`src/rtl/bsh_pipe_if.sv`:
```
// Operand/result handshake bundle for the pipelined barrel shifter.
// master = operand source plus result consumer; slave = the shifter itself.
interface bsh_pipe_if #(
  parameter int WIDTH = 32,
  parameter int TAG_W = 4
);
  localparam int SHW = $clog2(WIDTH);

  logic             in_valid;
  logic             in_ready;
  logic [WIDTH-1:0] data_in;
  logic             dir;
  logic [1:0]       mode;
  logic [SHW-1:0]   sh;
  logic [TAG_W-1:0] tag_in;
  logic             out_valid;
  logic             out_ready;
  logic [WIDTH-1:0] data_out;
  logic [TAG_W-1:0] tag_out;

  modport master (
    output in_valid, data_in, dir, mode, sh, tag_in, out_ready,
    input  in_ready, out_valid, data_out, tag_out
  );

  modport slave (
    input  in_valid, data_in, dir, mode, sh, tag_in, out_ready,
    output in_ready, out_valid, data_out, tag_out
  );
endinterface

```
`src/rtl/bsh_pipe.sv`:
```
// Fully pipelined barrel shifter: one register per shift level, rotate/logical/
// arithmetic modes, valid/ready flow control with bubble collapsing.
module bsh_pipe #(
  parameter int WIDTH = 32,
  parameter int TAG_W = 4
) (
  input  logic       clk,
  input  logic       rst_n,
  bsh_pipe_if.slave  bus
);
  localparam int SHW = $clog2(WIDTH);

  localparam logic [1:0] MODE_ROT = 2'b00;
  localparam logic [1:0] MODE_ARI = 2'b10;

  logic [WIDTH-1:0] st_data [SHW];
  logic [TAG_W-1:0] st_tag  [SHW];
  logic [1:0]       st_mode [SHW];
  logic [SHW-1:0]   st_sh   [SHW];
  logic [SHW-1:0]   st_dir;
  logic [SHW-1:0]   st_sgn;
  logic [SHW-1:0]   st_vld;

  logic [WIDTH-1:0] src_data [SHW];
  logic [TAG_W-1:0] src_tag  [SHW];
  logic [1:0]       src_mode [SHW];
  logic [SHW-1:0]   src_sh   [SHW];
  logic [SHW-1:0]   src_dir;
  logic [SHW-1:0]   src_sgn;
  logic [SHW-1:0]   src_vld;

  logic [WIDTH-1:0] nxt_data [SHW];
  logic [SHW-1:0]   nxt_sh   [SHW];
  logic [SHW-1:0]   ld;

  function automatic logic [WIDTH-1:0] shift_lvl(
    input logic [WIDTH-1:0] d,
    input int               s,
    input logic             right,
    input logic [1:0]       md,
    input logic             sgn
  );
    logic [WIDTH-1:0] r;
    logic [WIDTH-1:0] fill;
    fill = sgn ? ~({WIDTH{1'b1}} >> s) : '0;
    case (md)
      MODE_ROT: r = right ? ((d >> s) | (d << (WIDTH - s)))
                          : ((d << s) | (d >> (WIDTH - s)));
      // fill comes from the operand's original sign, carried down the pipe
      MODE_ARI: r = right ? ((d >> s) | fill) : (d << s);
      default:  r = right ? (d >> s) : (d << s);
    endcase
    return r;
  endfunction

  // Load chain: a stage takes new contents when empty or when its successor
  // is taking its current contents; the last stage looks at the consumer.
  always_comb begin
    ld = '0;
    ld[SHW-1] = !st_vld[SHW-1] || bus.out_ready;
    for (int k = SHW - 2; k >= 0; k--) begin
      ld[k] = !st_vld[k] || ld[k+1];
    end
  end

  always_comb begin
    src_data[0] = bus.data_in;
    src_tag[0]  = bus.tag_in;
    src_mode[0] = bus.mode;
    src_sh[0]   = bus.sh;
    src_dir[0]  = bus.dir;
    src_sgn[0]  = bus.data_in[WIDTH-1];
    src_vld[0]  = bus.in_valid;
    for (int k = 1; k < SHW; k++) begin
      src_data[k] = st_data[k-1];
      src_tag[k]  = st_tag[k-1];
      src_mode[k] = st_mode[k-1];
      src_sh[k]   = st_sh[k-1];
      src_dir[k]  = st_dir[k-1];
      src_sgn[k]  = st_sgn[k-1];
      src_vld[k]  = st_vld[k-1];
    end
  end

  // The carried shift amount is consumed LSB-first, so each level only ever
  // looks at bit 0 and passes the rest down one position.
  always_comb begin
    for (int k = 0; k < SHW; k++) begin
      nxt_data[k] = src_sh[k][0]
                    ? shift_lvl(src_data[k], 1 << k, src_dir[k], src_mode[k], src_sgn[k])
                    : src_data[k];
      nxt_sh[k]   = src_sh[k] >> 1;
    end
  end

  always_ff @(posedge clk or negedge rst_n) begin
    if (!rst_n) begin
      st_vld <= '0;
      st_dir <= '0;
      st_sgn <= '0;
      for (int k = 0; k < SHW; k++) begin
        st_data[k] <= '0;
        st_tag[k]  <= '0;
        st_mode[k] <= '0;
        st_sh[k]   <= '0;
      end
    end else begin
      for (int k = 0; k < SHW; k++) begin
        if (ld[k]) begin
          st_vld[k]  <= src_vld[k];
          st_dir[k]  <= src_dir[k];
          st_sgn[k]  <= src_sgn[k];
          st_data[k] <= nxt_data[k];
          st_tag[k]  <= src_tag[k];
          st_mode[k] <= src_mode[k];
          st_sh[k]   <= nxt_sh[k];
        end
      end
    end
  end

  assign bus.in_ready  = ld[0];
  assign bus.out_valid = st_vld[SHW-1];
  assign bus.data_out  = st_data[SHW-1];
  assign bus.tag_out   = st_tag[SHW-1];

  // Control fields of the last level have no further consumer.
  logic unused_tail;
  assign unused_tail = ^{st_sh[SHW-1], st_mode[SHW-1], st_dir[SHW-1], st_sgn[SHW-1]};
endmodule
```
`src/flat_wrapper.sv`:
```
// flat-port wrapper written by rule: the top's interface ports become plain ports
module bsh_pipe_flat 
#(
  parameter int WIDTH = 32,
  parameter int TAG_W = 4
)
  (clk, rst_n, bus_in_valid, bus_data_in, bus_dir, bus_mode, bus_sh, bus_tag_in, bus_out_ready, bus_in_ready, bus_out_valid, bus_data_out, bus_tag_out);
  bsh_pipe_if #(.WIDTH(WIDTH), .TAG_W(TAG_W)) bus_i ();
  input  logic clk;
  input  logic rst_n;
  input wire logic [$bits(bus_i.in_valid)-1:0] bus_in_valid;
  input wire logic [$bits(bus_i.data_in)-1:0] bus_data_in;
  input wire logic [$bits(bus_i.dir)-1:0] bus_dir;
  input wire logic [$bits(bus_i.mode)-1:0] bus_mode;
  input wire logic [$bits(bus_i.sh)-1:0] bus_sh;
  input wire logic [$bits(bus_i.tag_in)-1:0] bus_tag_in;
  input wire logic [$bits(bus_i.out_ready)-1:0] bus_out_ready;
  output wire logic [$bits(bus_i.in_ready)-1:0] bus_in_ready;
  output wire logic [$bits(bus_i.out_valid)-1:0] bus_out_valid;
  output wire logic [$bits(bus_i.data_out)-1:0] bus_data_out;
  output wire logic [$bits(bus_i.tag_out)-1:0] bus_tag_out;
  assign bus_i.in_valid = bus_in_valid;
  assign bus_i.data_in = bus_data_in;
  assign bus_i.dir = bus_dir;
  assign bus_i.mode = bus_mode;
  assign bus_i.sh = bus_sh;
  assign bus_i.tag_in = bus_tag_in;
  assign bus_i.out_ready = bus_out_ready;
  assign bus_in_ready = bus_i.in_ready;
  assign bus_out_valid = bus_i.out_valid;
  assign bus_data_out = bus_i.data_out;
  assign bus_tag_out = bus_i.tag_out;
  bsh_pipe #(.WIDTH(WIDTH), .TAG_W(TAG_W)) u_core (.clk(clk), .rst_n(rst_n), .bus(bus_i));
endmodule
```
`config.mk`:
```
export PLATFORM = sky130hd
export DESIGN_NAME = bsh_pipe_flat
export DESIGN_NICKNAME = d
export VERILOG_FILES = /design/src/rtl/bsh_pipe_if.sv /design/src/rtl/bsh_pipe.sv /design/src/flat_wrapper.sv
export SDC_FILE = /design/constraint.sdc
export NUM_CORES = 1
export LEC_CHECK = 0
export BUFFER_PORTS_ARGS = -buffer_cell sky130_fd_sc_hd__buf_2
export CAP_MARGIN = 0
export CORE_ASPECT_RATIO = 0.9
export CORE_UTILIZATION = 29
export CTS_BUF_LIST = sky130_fd_sc_hd__clkbuf_8 sky130_fd_sc_hd__clkbuf_16
export DETAILED_ROUTE_END_ITERATION = 6
export PLACE_DENSITY = 0.52
export SYNTH_ARGS = -nofsm -noshare
export SYNTH_HDL_FRONTEND = slang
export SYNTH_SLANG_ARGS = --single-unit
```
`constraint.sdc`:
```
create_clock -name clk -period 2.5 [get_ports clk]
set_input_delay 0.5 -clock clk [delete_from_list [all_inputs] [get_ports clk]]
set_output_delay 0.5 -clock clk [all_outputs]
set_load 0.01 [all_outputs]
```
==> flow_summary_export.csv <==
group,metric,value,unit
status,status,"complete, no violations",
yosys,synth-seq-cells,211,
placement,dpl-instance-area,12700,um2
cts,ctsHtreeMaxLevel,1,
job,drv_cap,0,
power_and_ir_drop,vdd_drop_max,0.442,mV
critical_path,cp_data_required_time,2000,ps
yosys,synth-edff-count,0,
detailed_routing,drt-pass1-iter-count,5,
cts,cts.sinks,211,
global_route,antenna_found_initial,0,
yosys,synth.area.top_cells,"dfrtp_1 46%, mux2i_1 9.1%, mux2_2 6.6%, nor2_1 5.0%, mux2_4 4.9%",
sta,max_freq,0.429,GHz
yosys,synth-async-reset-ratio,1.00,
floorplanning,fp.coreArea,39500,um2
critical_path,critPathLaunchType,"flop",
floorplanning,die_h,192,um
critical_path,worst-setup-path-type,"flop to output pin",
floorplanning,initial_core_util,0.294,
cts,cts_setup_buffers,0,
placement,hpwl,20200,um
cells_and_area,mostFrequentLayoutCell,"dfrtp_1",
worst_hold_path,hp-start,"bus_in_valid",
cts,clkTransAtPathRegs,60,ps
yosys,yosysSeqAreaShare,0.456,
floorplanning,dieWidth,213,um
cts,ctsResizeCount,0,
sta,finalSetupViolCount,0,
sta,period_share,0.932,
detailed_routing,drc,0,
cts,clockRootBuffer,"clkbuf_16",
critical_path,reg2reg_depth,5,
yosys,synth.avg_cell_area,10.3,um2
cells_and_area,n_fill_cell,4004,
cells_and_area,layout_common_cells,"209 x dfrtp_1, 154 x nor2_1, 105 x mux2i_1",
placement,pre_cts_ws,441,ps
cells_and_area,post-route-util,0.344,
critical_path,r2r_start,"u_core.st_vld[2]",
sta,skew,7.74,ps
detailed_routing,wl_per_cell,16.6,um
worst_hold_path,holdPathStages,2,
cells_and_area,drive_gt1_frac,0.248,
detailed_routing,antenna_left,0,
cells_and_area,diodes,0,
sta,worst_pin_slew,1040,ps
critical_path,critical_path.max_fanout,11,
cts,cts_buffers,25,
power_and_ir_drop,p_leak,6.05,nW
yosys,synth_area_leader_cell,"dfrtp_1",
floorplanning,num_rows,69,
detailed_routing,viasPerCell,4.90,
yosys,syn_inst,1122,
global_route,grtUsageTotal,0.143,
sta,min_period,2330,ps
sta,setup_slack,170,ps
sta,rsz0062_at_grt,"false",
yosys,synth_top_area_frac,0.456,
critical_path,crit_start,"u_core.st_vld[2]",
sta,slew_viol_final,0,
cts,clock_path_buffers,3,
global_route,grt_pass1_wl,46700,um
sta,slew_headroom,0.309,
sta,finalHoldViolCount,0,
global_route,grt_max_degree,80,
cells_and_area,fin_area,13600,um2
detailed_routing,drtIter0Drc,416,
floorplanning,pin_count,86,
power_and_ir_drop,powerDensity,1010,nW/um2
global_route,overflow,0,
global_route,grt_pass1_vias,8098,
cts,clk-insertion-delay-late,520,ps
detailed_routing,num_vias,8438,
yosys,synth_cell_type_count,45,
placement,io_buffers,85,
cells_and_area,area_growth,17.1,%
yosys,syn-num-nets,1170,
yosys,ys.flop_type,"dfrtp_1",
critical_path,end_kind,"output pin",
worst_hold_path,hold_class,"input pin to flop",
placement,gp_congestion,0.772,
yosys,synthesis.area,11600,um2
critical_path,arrival,1830,ps
sta,tns,0,ps
yosys,yosysWarnings,0,
floorplanning,fp.dieArea,40800,um2
detailed_routing,routed_wl,28500,um
cts,cts_tree,"done",
cells_and_area,nets,1220,
[cells in the mapped netlist (2+ instances only)]
cell type / n
a41o_1: 5
mux2_4: 38
nand4b_1: 2
a22o_1: 7
nor2b_1: 16
o21a_1: 15
a21oi_1: 102
nand3_1: 16
buf_6: 5
buf_2: 21
nor2_1: 154
nand2b_1: 45
mux2i_1: 105
or2_2: 3
buf_4: 2
nor3b_1: 15
mux2_2: 68
a41oi_1: 2
buf_1: 4
o22ai_1: 12
o21ai_0: 21
dfrtp_1: 211
a21bo_2: 12
a211oi_1: 40
or4bb_1: 4
nor4b_1: 12
a31oi_1: 20
or4b_2: 3
o221ai_1: 6
nand4bb_1: 4
a21o_1: 40
clkbuf_1: 69
inv_1: 7
a221o_1: 3
nand2_1: 23
[stage by stage]
step,cells,power (mW),hold slack (ps)
floorplan,1122,8.30,204
global placement,1676,9.77,480
detailed placement,1676,9.84,482
CTS,1723,13.9,168
global route,1723,14.6,179
finish,1723,13.7,183
[layout make-up]
cell class	count	area, um2	area share
Clock inverter	18	238	0.0175
Sequential cell	211	5280	0.389
Multi-Input combinational cell	802	5830	0.430
Inverter	8	32.5	0.00240
Timing Repair Buffer	124	855	0.0630
Clock buffer	28	667	0.0491
Tap cell	532	666	0.0491
[state kept, by name, summed over array words and instances (netlist names)]
register	count
u_core.st_vld	5
u_core.src_tag	16
u_core.st_dir	4
u_core.src_sh	4
u_core.bus.tag_out	4
u_core.st_sgn	4
u_core.src_mode	8
u_core.nxt_sh	6
u_core.bus.data_out	32
u_core.src_data	128
[logic make-up after synthesis]
group                  synth area share
AND/OR/NAND/NOR                   0.132
AO/OA/AOI/OAI                     0.164
buffers and inverters            0.0417
flip-flops                        0.456
multiplexers                      0.206
[layer usage]
metal / global-route usage / wire (um)
met2: 0.225 / 12700
met1: 0.209 / 14400
met5: 0 / 0
met3: 0.0185 / 975
met4: 0.0315 / 503
[path summary, 6_finish.rpt]
| kind | endpoint | slack, ps |
|---|---|---|
| hold / removal | u_core.st_vld[0] | 180 |
| min in group asynchronous | u_core.nxt_sh[17] | 530 |
| max in group asynchronous | u_core.src_data[86] | 1180 |
| setup reg to reg | u_core.src_data[111] | 620 |
| setup / recovery | bus_in_ready | 170 |
| hold reg to reg | u_core.st_vld[3] | 490 |
[repair_timing]
action,4_1_cts,5_1_grt
hold buffers,1,0
hold endpoints to repair,33,0
setup endpoints to repair,0,0
[critical path, stage by stage, from the launching register on]
cell and delay, ps:
dfrtp_1 390, and4b_2 300, and3_1 250, inv_4 190, buf_2 170
[report_power, final]
part           internal (mW)  switching [mW]
sequential              4.47            1.29
clock                   2.52            1.43
combinational           2.07            1.93
total                   9.06            4.64
No activity file was read; power rests on OpenSTA's default activity.
